## config.mk

```make
export PLATFORM = sky130hd
export DESIGN_NAME = mod47_frame_acc
export DESIGN_NICKNAME = d
export VERILOG_FILES = /design/src/rtl/mod47_frame_acc.sv
export SDC_FILE = /design/constraint.sdc
export NUM_CORES = 1
export LEC_CHECK = 0
export ABC_AREA = 1
export CORE_MARGIN = 2
export CORE_UTILIZATION = 48
export CTS_CLUSTER_SIZE = 30
export DETAILED_ROUTE_END_ITERATION = 16
export GPL_ROUTABILITY_DRIVEN = 0
export MAX_ROUTING_LAYER = met4
export PLACE_DENSITY = 0.72
export SYNTH_ARGS = -nofsm -noshare
export SYNTH_HDL_FRONTEND = slang
export SYNTH_SLANG_ARGS = --single-unit
```

## constraint.sdc

```tcl
create_clock -name clk -period 2.2 [get_ports clk]
set_input_delay 0.44 -clock clk [delete_from_list [all_inputs] [get_ports clk]]
set_output_delay 0.44 -clock clk [all_outputs]
set_load 0.005 [all_outputs]
```

## src/rtl/mod47_frame_acc.sv

```systemverilog
// Frame accumulator: sums mod-47 residue terms per frame and holds the result
// until downstream takes it. Out-of-range inputs (47..63) are folded and flagged.
module mod47_frame_acc #(
    parameter int N_TERMS = 8
) (
    input  logic       clk,
    input  logic       rst,
    input  logic       in_valid,
    input  logic [5:0] in_data,
    input  logic       in_last,
    output logic       in_ready,
    output logic       out_valid,
    output logic [5:0] out_data,
    output logic       out_err,
    input  logic       out_ready
);

    localparam int CW = $clog2(N_TERMS + 1);
    localparam logic [CW-1:0] CNT_LAST = CW'(N_TERMS - 1);

    typedef enum logic {
        ACC  = 1'b0,
        HOLD = 1'b1
    } state_t;

    state_t          state_q, state_d;
    logic [5:0]      acc_q, acc_d;
    logic            err_q, err_d;
    logic [CW-1:0]   cnt_q, cnt_d;

    logic            accept;
    logic            term_bad;
    logic            frame_end;
    logic [5:0]      term_r;
    logic [6:0]      sum;
    logic [5:0]      sum_mod;

    // Handshakes: a transfer happens only on a cycle where valid and ready are
    // both high at the rising edge; ready never depends on valid.
    assign accept    = in_valid && (state_q == ACC);
    assign term_bad  = (in_data >= 6'd47);
    assign term_r    = term_bad ? (in_data - 6'd47) : in_data;
    assign sum       = {1'b0, acc_q} + {1'b0, term_r};
    assign sum_mod   = (sum >= 7'd47) ? 6'(sum - 7'd47) : sum[5:0];
    assign frame_end = in_last || (cnt_q == CNT_LAST);

    always_ff @(posedge clk or posedge rst) begin
        if (rst) begin
            state_q <= ACC;
            acc_q   <= 6'd0;
            err_q   <= 1'b0;
            cnt_q   <= '0;
        end else begin
            state_q <= state_d;
            acc_q   <= acc_d;
            err_q   <= err_d;
            cnt_q   <= cnt_d;
        end
    end

    always_comb begin
        state_d = state_q;
        acc_d   = acc_q;
        err_d   = err_q;
        cnt_d   = cnt_q;
        case (state_q)
            ACC: begin
                if (accept) begin
                    acc_d = sum_mod;
                    err_d = err_q | term_bad;
                    cnt_d = cnt_q + CW'(1);
                    if (frame_end) begin
                        state_d = HOLD;
                    end
                end
            end
            HOLD: begin
                // Result leaves and the next frame starts clean on the same edge.
                if (out_ready) begin
                    state_d = ACC;
                    acc_d   = 6'd0;
                    err_d   = 1'b0;
                    cnt_d   = '0;
                end
            end
            default: state_d = ACC;
        endcase
    end

    assign in_ready  = (state_q == ACC);
    assign out_valid = (state_q == HOLD);
    assign out_data  = acc_q;
    assign out_err   = err_q;

endmodule

```

Word level (Yosys, flattened, before mapping)
Index checks and enable logic that the tools add are counted.

Flip-flop bits (word level): 12. Input port bits: 11. Output and inout port bits: 9. Logic and storage cells: 33.

Add/sub/neg operators: 4. Magnitude comparators: 2. Eq/ne operators: 3. Muxes and demuxes: 15. Bitwise gates (word level): 2. Reduce and logical (&&, ||, !) cells: 3.

Operator list (count): $mux W6 (4); $pmux W6 S2 (1); $sub A6 B6 Y6 const B (2); $mux W4 (2); $pmux W4 S2 (1); $add A6 B6 Y7 (1); $ge A7 B6 Y1 const B (1); $ge A6 B6 Y1 const B (1); $mux W1 (5); $add A4 B1 Y4 const B (1); $eq A4 B3 Y1 const B (1); $pmux W1 S2 (2); $ne A2 B1 Y1 const B (1); $ne A2 B2 Y1 const B (1); $reduce_and A2 Y1 (1); $logic_and A1 B1 Y1 (1); $logic_or A1 B1 Y1 (1); $not A1 Y1 (1); $or A1 B1 Y1 (1).

Depth between registers and ports, before layout
Gate-level depths: netlist (run 1).

Depth in word-level cells: 7. Depth in mapped cells: 23. Mapped depth without buffers: 23.

Worst setup path after synthesis (run 1)
Ideal clock, no wire load.

Kind: input to register. Start point: in in_data[0]. End point: reg acc_q[2] (netlist: out_data[2]). Setup time: 116 ps. Data arrival time: 2787 ps. Data required time: 2084 ps. Setup slack: -703 ps. Stages on the path: 23. Path buffers: 0. Cells stage by stage: ha_1 > inv_1 > nor3_1 > inv_2 > nand2_1 > nand2_1 > xor2_1 > inv_1 > ha_1 > inv_1 > fa_1 > inv_2 > ha_1 > inv_1 > nor2_2 > nand3_1 > nand3_2 > nand2_2 > nand2_4 > nand2_1 > nand2_1 > nand2_1 > nand2_1.

Word-level cells in the longest chain between the ends: 7. Elaborated cells on any way between the ends: 9. Those cells by class: add/sub (3); order compare (2); mux (4).

RTL lines: start, declared (RTL line 9) `input logic [5:0] in_data,`; $sub A6 B6 Y6 / $ge A6 B6 Y1 (equally long branches) (RTL line 42, 41); $mux W6 (*) (RTL line 42) `assign term_r = term_bad ? (in_data - 6'd47) : in_data;`; $add A6 B6 Y7 (*) (RTL line 43) `assign sum = {1'b0, acc_q} + {1'b0, term_r};`; $sub A6 B6 Y6 / $ge A7 B6 Y1 (equally long branches) (RTL line 44) `assign sum_mod = (sum >= 7'd47) ? 6'(sum - 7'd47) : sum[5:0];`; $mux W6 (*) (RTL line 44); $mux W6 (*) (RTL line 68) `if (accept) begin`; $pmux W6 S2 (*) (RTL line 66) `case (state_q)`; end signal, assigned (RTL line 50) `acc_q <= 6'd0;`; end signal, assigned (RTL line 55) `acc_q <= acc_d;`; end, declared (RTL line 27) `logic [5:0] acc_q, acc_d;`.

Mark *: on every way between the ends. The rest lies on a longest branch, timed or not. The select of a mux whose other input is x is not followed. A chain may end at the register's enable or synchronous reset.

Worst setup path after layout (run 1)
Start point: in in_data[1]. End point: reg acc_q[3] (netlist: out_data[3]).

Same word-level chain as after synthesis.

==> impl_metrics.csv, run 1 <==
group,metric,value,unit
placement,dpl.hpwl,2058,µm
routing,dr_total_vias,1162,
global_routing,grtUsageTotal,26.26,%
worst_setup_path,timing.rr.end,"out_data[3]",
worst_setup_path,worst_setup_path_start_kind,"input pin",
worst_setup_path,r2r_start,"out_data[0]",
layout,fill_cells,177,
floorplanning,io_pins,20,
worst_setup_path,path_class,"input pin to flip-flop",
layout,finalInstanceArea,1645,µm²
power,p_total,2.080,mW
placement,port_buffers,19,
timing,clock-skew-final,0.002392,ns
synthesis,synth_top_area_share,27.75,%
synthesis,yosys.area.top_type,"dfrtp_1",
synthesis,synth.cell_area,1082,µm²
clock_tree,numCtsBuffers,3,
routing,antenna_left,0,
timing,holdWs,0.4817,ns
timing,worst_slew_pin_slew,0.4849,ns
run_status,violations,"setup timing",
clock_tree,cts_tree,"done",
worst_setup_path,crit_path_cell_trace,"buf_8 > ha_4 > inv_4 > nor3_4 > inv_2 > nand2_2 > nand2_2 > xor2_1 > inv_1 > ha_2 > inv_2 > fa_2 > inv_4 > ha_4 > inv_2 > nor2_4 > nand3_2 > nand3_2 > nand2_4 > nand2_4 > nand2_2 > nand2_1 > nand2_1 > nand2_1",
timing,fmax,367.4,MHz
power,leakage,0.8612,nW
power,ir_drop,0.0007967,V
timing,setup_slack,-0.5215,ns
clock_tree,clock_latency,0.27,ns
floorplanning,die_w,51.49,µm
global_routing,first_global_vias,1192,
floorplanning,die_height,51.49,µm
floorplanning,placementRows,17,
synthesis,ys_seq_area_share,27.75,%
power,power_density,1264,nW/µm²
layout,drive_gt1_share,37.62,%
synthesis,syn_nets,173,
worst_setup_path,rrSetupSlack,0.04,ns
clock_tree,root_buffer,"clkbuf_4",
clock_tree,cts_sinks,12,
layout,num-nets-final,226,
worst_setup_path,critPathCaptureType,"flip-flop",
routing,via_per_inst,5.052,
global_routing,antenna_found_initial,0,
clock_tree,path_clk_slew,0.07,ns
synthesis,ys_warn_count,0,
placement,placed_area,1470,µm²
synthesis,ys_ff_latch,12,
worst_setup_path,r2r_cells,15,
routing,drtPass1Iterations,4,
worst_setup_path,crit_buf_inv,7,
routing,routedWlPerCell,12.57,µm
worst_hold_path,hold_path.class,"input pin to asynchronous set/reset pin",
layout,antenna_cells,0,
clock_tree,htree_levels,1,
timing,period_share,123.7,%
global_routing,overflow,0,
worst_setup_path,cp_slowest_cell,"fa_2",
timing,rsz0062_at_grt,"yes",
synthesis,synth_cell_types,25,
synthesis,syn_area_per_cell,7.167,µm²
synthesis,netlist_instances,151,
timing,finalSetupViolCount,6,
timing,final-hold-violation-count,0,
global_routing,grt_max_degree,13,
worst_setup_path,slowest_delay,0.56,ns
routing,routed_wl,2891,µm
run_status,outcome,"finished, violations left",
floorplanning,initial_core_util,49.88,%
worst_setup_path,cp_max_fo,4,
timing,drv_slew,0,
routing,drc,0,
synthesis,netlist_top_cells_area,"dfrtp_1 28%, nand2_1 16%, ha_1 12%",
clock_tree,clockBufferDepth,2,
global_routing,grt_pass1_wl,5030,µm
timing,period_needed,2.721,ns
routing,initialDrtViolationCount,20,
floorplanning,core_area,2170,µm²
worst_setup_path,path_delay_family,"adder cells",
layout,syn_to_final_growth,52.02,%
flow_run,drv_cap,0,
floorplanning,fp.dieArea,2651,µm²
worst_setup_path,cp.required,2.36,ns
worst_setup_path,arrival,2.89,ns
timing,relSlewSlack,67.64,%
logic make-up (layout without fill, tap and decap cells):
kind of cell,Yosys count,after routing,share of synthesized area (%)
AO/OA/AOI/OAI,21,21,12.60
XOR/XNOR,4,4,3.237
adder cells (fa/ha/maj),11,11,13.41
buffers and inverters,26,76,9.018
flip-flops,12,12,27.75
AND/OR/NAND/NOR,77,78,33.99
what timing repair did:
item | 4_1_cts | 5_1_grt
resized for setup | 28 | 4
endpoints found under the setup margin | 6 | 6
pin swaps | 16 | 4
setup buffers | 8 | 4
hold buffers | 0 | 0
gates cloned | 1 | 0
cells in the final DEF, fill, tap and decap left out, drive strengths merged, types with 4 or more instances in the layout:
master,netlist,routed
a21oi,10,10
buf,0,30
clkbuf,0,4
clkdlybuf4s50,0,14
dfrtp,12,12
ha,10,10
inv,26,26
nand2,52,53
nand3,12,12
nor2,9,9
o21ai,8,8
xor2,4,4
registers in the layout, indices dropped and copies added (netlist names):
name       count
out_data       6
cnt_q          4
out_err        1
out_valid      1
report_power, final:
group,internal [mW],switching [mW]
logic,0.730,0.806
clock network,0.0634,0.0718
registers,0.315,0.0949
cells in the mapped netlist:
cell / instances
nand3b_1: 2
o21ai_0: 4
nand3_2: 4
ha_1: 10
nand2_2: 5
and3_1: 1
nor2_2: 2
nand3_1: 8
a21oi_1: 8
a21oi_4: 1
nor3_1: 1
o21ai_2: 2
a22o_1: 1
o211ai_1: 1
o31ai_1: 1
inv_1: 21
nand2_1: 45
fa_1: 1
a21oi_2: 1
o21ai_1: 2
inv_2: 5
xor2_1: 4
dfrtp_1: 12
nor2_1: 7
nand2_4: 2
worst max-delay path by stage:
| stage | cells after the start | from | slack, ns | end |
|---|---|---|---|---|
| 2_1_floorplan | 23 | in_data[0] | -0.58 | out_data[2] |
| 3_3_place_gp | 23 | in_data[0] | -1.25 | out_data[1] |
| 3_5_place_dp | 23 | in_data[0] | -1.28 | out_data[2] |
| 4_1_cts | 24 | in_data[1] | -0.45 | out_data[2] |
| 5_1_grt | 24 | in_data[1] | -0.67 | out_data[3] |
| 6_report | 24 | in_data[1] | -0.52 | out_data[3] |
routing by layer:
metal / share of wire [%] / track usage (%) / vias up / routed length, µm
met3: 2.7 / 2.632 / 5 / 77
met2: 54 / 47.44 / 25 / 1552
met4: 1.2 / 7.895 / 0 / 34
li1: - / - / 589 / -
met1: 42 / 30.59 / 543 / 1227
met5: 0 / - / - / 0
area by class of cell:
type / count / area (µm²) / share of cell area [%]
clock buffers: 3 / 22.52 / 1.369
inverters: 26 / 102.6 / 6.236
multi-input cells: 114 / 785.8 / 47.76
repair buffers: 47 / 399.1 / 24.26
flip-flops and latches: 12 / 300.3 / 18.25
well taps: 28 / 35.03 / 2.129
stage by stage:
stage                     worst slack, ns  std cells  TNS (ns)  util (%)
after global placement             -1.248        214    -7.285     67.76
after detailed placement           -1.283        214    -7.613     67.76
final                             -0.5215        230    -2.899     75.84
after global routing              -0.6670        230    -3.813     75.84
after floorplan                   -0.5752        151    -3.181         -
after CTS                         -0.4526        226    -2.593     74.34
Note: power is estimated with default switching activity, not from simulation.
==> run 2: changes to the inputs <==
Settings changed: DONT_BUFFER_PORTS set to 1, PLACE_DENSITY 0.72 to 0.61.
==> run 2 against run 1 <==
  * The flow still finishes with violations (setup timing)
  * Largest cell class unchanged
  * Sequential power is 4% higher
  * Via count decreased by 9.9%
  * Die area unchanged
  * Critical path depth is 2 lower
  * Flip-flop and latch count is the same
  * Largest power group unchanged
==> impl_metrics.csv, run 2 (synthesis results as in run 1) <==
group,metric,value,unit
layout,num-nets-final,201,
worst_setup_path,slowest_delay,0.44,ns
layout,fin_util,65.63,%
layout,antenna_cells,0,
placement,placed_area,1257,µm²
placement,port_buffers,0,
placement,placed_cells,192,
floorplanning,initial_core_util,49.88,%
routing,via_per_inst,5.083,
routing,routed_wl,2487,µm
floorplanning,core_area,2170,µm²
floorplanning,io_pins,20,
clock_tree,clock_latency,0.27,ns
layout,final_cell_mix,"41 x nand2_1, 22 x buf_4, 18 x inv_1",
floorplanning,fp.dieArea,2651,µm²
global_routing,first_global_vias,1028,
layout,largest_reg_flops,6,
timing,clock-skew-final,0.003538,ns
worst_setup_path,crit_path_cell_trace,"ha_4 > inv_2 > nor3_4 > inv_2 > nand2_2 > nand2_2 > xor2_1 > inv_1 > ha_2 > inv_2 > fa_1 > inv_2 > ha_4 > inv_2 > nor2_4 > nand3_2 > nand3_2 > nand2_4 > nand2_4 > nand2_1 > nand3_2 > nand2_1",
clock_tree,numCtsBuffers,3,
power,leakage,0.7586,nW
timing,finalSetupViolCount,6,
clock_tree,cts_sinks,12,
routing,routedWlPerCell,12.07,µm
power,ir_drop,0.0008636,V
timing,drv_slew,0,
global_routing,grtUsageTotal,21.88,%
timing,final-hold-violation-count,0,
power,p_total,1.921,mW
routing,antenna_left,0,
timing,period_share,115.1,%
timing,rsz0062_at_grt,"yes",
global_routing,grt_pass1_wl,4340,µm
layout,finalInstanceArea,1424,µm²
global_routing,antenna_found_initial,0,
timing,worst_slew_pin_slew,0.4517,ns
clock_tree,holdBufCountCts,0,
floorplanning,placementRows,17,
clock_tree,root_buffer,"clkbuf_4",
global_routing,grt_max_degree,13,
layout,fill_cells,205,
worst_hold_path,hold_path.class,"input pin to asynchronous set/reset pin",
layout,syn_to_final_growth,31.56,%
worst_setup_path,path_delay_family,"simple AND/OR/NAND/NOR gates",
floorplanning,die_w,51.49,µm
worst_setup_path,cp_max_fo,5,
timing,relSlewSlack,69.85,%
worst_setup_path,crit_buf_inv,6,
clock_tree,path_clk_slew,0.08,ns
placement,dpl.hpwl,1879,µm
floorplanning,die_height,51.49,µm
worst_setup_path,cpMostUsedCell,"inv_2",
routing,drtPass1Iterations,4,
clock_tree,cts_tree,"done",
routing,dr_total_vias,1047,
layout,layout_commonest_cell,"nand2_1",
flow_run,drv_cap,0,
timing,setup_slack,-0.3329,ns
timing,period_needed,2.533,ns
worst_setup_path,arrival,2.69,ns
worst_setup_path,path_class,"input pin to flip-flop",
worst_setup_path,cp_slowest_cell,"fa_1",
timing,holdWs,0.05648,ns
layout,drive_gt1_share,37.64,%
worst_setup_path,critPathCaptureType,"flip-flop",
run_status,outcome,"finished, violations left",
routing,initialDrtViolationCount,9,
timing,fmax,394.8,MHz
worst_setup_path,worst_setup_path_start_kind,"input pin",
global_routing,overflow,0,
run_status,violations,"setup timing",
clock_tree,clockBufferDepth,2,
worst_setup_path,cp.required,2.36,ns
routing,drc,0,
clock_tree,htree_levels,1,
power,power_density,1349,nW/µm²
layout,final_cells,206,
[run 2: changes by cell type in the layout (fill, tap and decap cells not counted), moves of 2 or more]
cell,change
dlygate4sd2_1,-2
clkdlybuf4s50_1,-14
buf_4,-6
inv_4,-2
[run 2: per-stage QoR]
step           TNS [ns]  setup WS [ns]
3_3_place_gp     -3.878        -0.6645
6_report         -1.809        -0.3329
3_5_place_dp     -4.181        -0.7223
5_1_grt          -2.859        -0.5155
4_1_cts          -1.781        -0.3243
2_1_floorplan    -3.181        -0.5752
[run 2: path summary, 6_finish.rpt]
check / start / cells past startpoint / endpoint / slack [ns]
hold / removal: rst / 1 / out_data[5] / 0.06
min in group clk: out_ready / 1 / out_valid / 0.26
setup reg to reg: out_data[0] / 14 / out_data[4] / 0.10
max in group asynchronous: rst / 1 / out_data[0] / 1.83
setup / recovery: in_data[0] / 22 / out_data[4] / -0.33
hold reg to reg: cnt_q[3] / 1 / cnt_q[3] / 0.49
[run 2: timing repair]
action / in CTS / in global routing
pin swaps: 10 / 0
endpoints found under the hold margin: 0 / 0
setup endpoints to repair: 6 / 6
cloned: 1 / 0
buffers inserted: 6 / 3
gates resized for setup: 8 / 4
[run 2: final cells by class]
type	count	area (µm²)	area share, %
flip-flops and latches	12	300.3	21.09
multi-input cells	114	789.5	55.45
inverters	26	97.59	6.854
repair buffers	22	165.2	11.60
well taps	28	35.03	2.460
clock buffers	4	36.28	2.548
[run 2: where the power goes]
| part | leakage, nW | total [mW] | internal [mW] | switching [mW] |
|---|---|---|---|---|
| clock | 0.0210 | 0.173 | 0.100 | 0.0729 |
| sequential | 0.151 | 0.425 | 0.315 | 0.111 |
| combinational | 0.587 | 1.32 | 0.583 | 0.739 |
[run 2: per-layer routing]
metal | routed length [µm] | up-vias | share of wire (%) | global-route usage [%]
met5 | 0 | - | 0 | -
met4 | 9 | 0 | 0.36 | 5.263
met3 | 112 | 2 | 4.5 | 1.754
met2 | 1329 | 26 | 53 | 40.60
met1 | 1036 | 483 | 42 | 25.41
li1 | - | 536 | - | -
==> run 3: changes to the inputs <==
Settings changed: CELL_PAD_IN_SITES_DETAIL_PLACEMENT set to 0, CELL_PAD_IN_SITES_GLOBAL_PLACEMENT set to 1, CORE_UTILIZATION 48 to 44, CTS_BUF_LIST set to sky130_fd_sc_hd__clkbuf_4 sky130_fd_sc_hd__clkbuf_8 sky130_fd_sc_hd__clkbuf_16, PLACE_DENSITY 0.61 to 0.75.
==> run 3 against run 2 <==
  * The run still ends with setup timing left
  * First-iteration DRC count rose by 89%
  * Register-to-register slack barely moved
  * Fmax rose by 1.7%
  * Die area rose by 8.4%
  * Hold slack improved by 0.0018 ns
  * Cell area fell by 3.2%
  * Power fell by 2.2%
==> impl_metrics.csv, run 3 (synthesis results as in run 1) <==
group,metric,value,unit
placement,port_buffers,0,
power,power_density,1362,nW/µm²
routing,initialDrtViolationCount,17,
timing,period_share,113.2,%
clock_tree,clockBufferDepth,2,
layout,fill_cells,220,
routing,routedWlPerCell,12.15,µm
power,p_sw,0.9137,mW
clock_tree,htree_levels,1,
routing,antenna_left,0,
power,power.internal,0.9643,mW
floorplanning,fp.dieArea,2872,µm²
power,leakage,0.7301,nW
global_routing,overflow,0,
clock_tree,path_clk_slew,0.07,ns
floorplanning,die_w,53.60,µm
layout,final_cells,201,
clock_tree,numCtsBuffers,3,
routing,drtPass1Iterations,4,
layout,largest_reg_flops,6,
routing,dr_total_vias,998,
global_routing,grtUsageTotal,20.86,%
timing,fin_tns_setup,-1.522,ns
worst_setup_path,cp.required,2.37,ns
timing,worst_slew_pin_slew,0.4630,ns
layout,final_cell_mix,"42 x nand2_1, 18 x inv_1, 18 x buf_4",
global_routing,antenna_found_initial,0,
run_status,violations,"setup timing",
power,p_sw_share,48.65,%
run_status,outcome,"finished, violations left",
layout,syn_to_final_growth,27.40,%
routing,routed_wl,2443,µm
timing,clock-skew-final,0.002542,ns
layout,drive_gt1_share,35.26,%
layout,layout_commonest_cell,"nand2_1",
worst_setup_path,arrival,2.66,ns
timing,finalSetupViolCount,6,
worst_setup_path,rrSetupSlack,0.09,ns
worst_setup_path,path_class,"input pin to flip-flop",
power,p_comb_share,70.4,%
global_routing,grt_pass1_wl,4174,µm
power,seq_power_share,22.4,%
floorplanning,io_pins,20,
timing,relSlewSlack,69.10,%
worst_setup_path,worst_setup_path_start_kind,"input pin",
worst_setup_path,r2r_start,"out_data[0]",
global_routing,first_global_vias,1008,
clock_tree,cts_sinks,12,
timing,fmax,401.6,MHz
clock_tree,root_buffer,"clkbuf_4",
timing,rsz0062_at_grt,"yes",
clock_tree,cts_tree,"done",
timing,period_needed,2.490,ns
worst_setup_path,critPathCaptureType,"flip-flop",
floorplanning,initial_core_util,47.55,%
layout,num-nets-final,197,
floorplanning,core_area,2276,µm²
worst_setup_path,cp_max_fo,5,
timing,drv_slew,0,
power,clkPwrFrac,7.1,%
routing,drc,0,
timing,final-hold-violation-count,0,
power,ir_drop,0.0008224,V
clock_tree,clock_latency,0.27,ns
worst_hold_path,hold_path.class,"input pin to asynchronous set/reset pin",
floorplanning,die_height,53.60,µm
global_routing,grt_max_degree,13,
floorplanning,placementRows,17,
routing,via_per_inst,4.965,
flow_run,drv_cap,0,
layout,antenna_cells,0,
worst_setup_path,r2r_cells,15,
timing,setup_slack,-0.2898,ns
placement,dpl.hpwl,1900,µm
placement,placed_cells,191,
worst_setup_path,timing.rr.end,"out_data[2]",
-- run 3: changes by cell type in the layout (fill, tap and decap cells not counted) --
cell	change
a21oi_1	-1
nor2_2	-1
nand2_2	-1
buf_4	-4
nor2_1	+1
a21oi_2	+1
nand2_1	+1
clkbuf_8	-1
-- run 3: area by class of cell --
type | count | area, µm² | area share [%]
Clock buffer | 3 | 22.52 | 1.633
Inverter | 26 | 97.59 | 7.078
Multi-Input combinational cell | 114 | 788.3 | 57.17
Sequential cell | 12 | 300.3 | 21.78
Tap cell | 28 | 35.03 | 2.541
Timing Repair Buffer | 18 | 135.1 | 9.800
-- run 3: power groups by stage --
stage	combinational (mW)	clock, mW	sequential (mW)
2_1_floorplan	0.863	0	0.394
3_3_place_gp	1.08	0	0.418
3_5_place_dp	1.11	0	0.422
4_1_cts	1.30	0.137	0.423
5_1_grt	1.49	0.146	0.442
6_report	1.32	0.134	0.422
-- run 3: critical path: stages --
cell     delay, ns
ha_4          0.11
inv_2         0.04
nor3_4        0.13
inv_2         0.06
nand2_2       0.07
nand2_2       0.06
xor2_1        0.14
inv_1         0.06
ha_2          0.17
inv_2         0.04
fa_1          0.49
inv_2         0.06
ha_4          0.16
inv_2         0.06
nor2_4        0.04
nand3_2       0.07
nand3_2       0.09
nand2_4       0.10
nand2_4       0.08
nand2_2       0.07
nand2_1       0.05
nand2_1       0.06
nand2_1       0.05
-- run 3: worst max path at each step --
stage                     startpoint           to
after floorplan           in_data[0]  out_data[2]
after global placement    in_data[0]  out_data[3]
after detailed placement  in_data[0]  out_data[2]
after CTS                 in_data[0]  out_data[2]
after global routing      in_data[0]  out_data[4]
final                     in_data[0]  out_data[2]
-- run 3: timing repair --
item / CTS / global route
resized for setup: 10 / 1
setup endpoints to repair: 6 / 6
pin swaps: 10 / 2
hold buffers: 0 / 0
gates cloned: 1 / 0
buffers inserted: 5 / 1
hold endpoints to repair: 0 / 0
-- run 3: layer usage --
metal	track usage (%)	vias up	share of wire [%]
li1	-	528	-
met5	-	-	0
met4	6.410	0	1.3
met2	37.04	17	49
met1	24.04	449	46
met3	3.333	4	3.2
-- run 3: stage by stage --
stage          hold slack, ns  cell area, µm²  power [mW]  utilization (%)  setup WS [ns]
2_1_floorplan          0.3047            1125       1.257                -        -0.5752
3_3_place_gp           0.3659            1250       1.496            54.92        -0.6708
3_5_place_dp           0.3700            1250       1.531            54.92        -0.7222
4_1_cts               0.07611            1366       1.861            60.03        -0.3014
5_1_grt               0.08718            1379       2.073            60.58        -0.4512
6_report              0.05831            1379       1.878            60.58        -0.2898
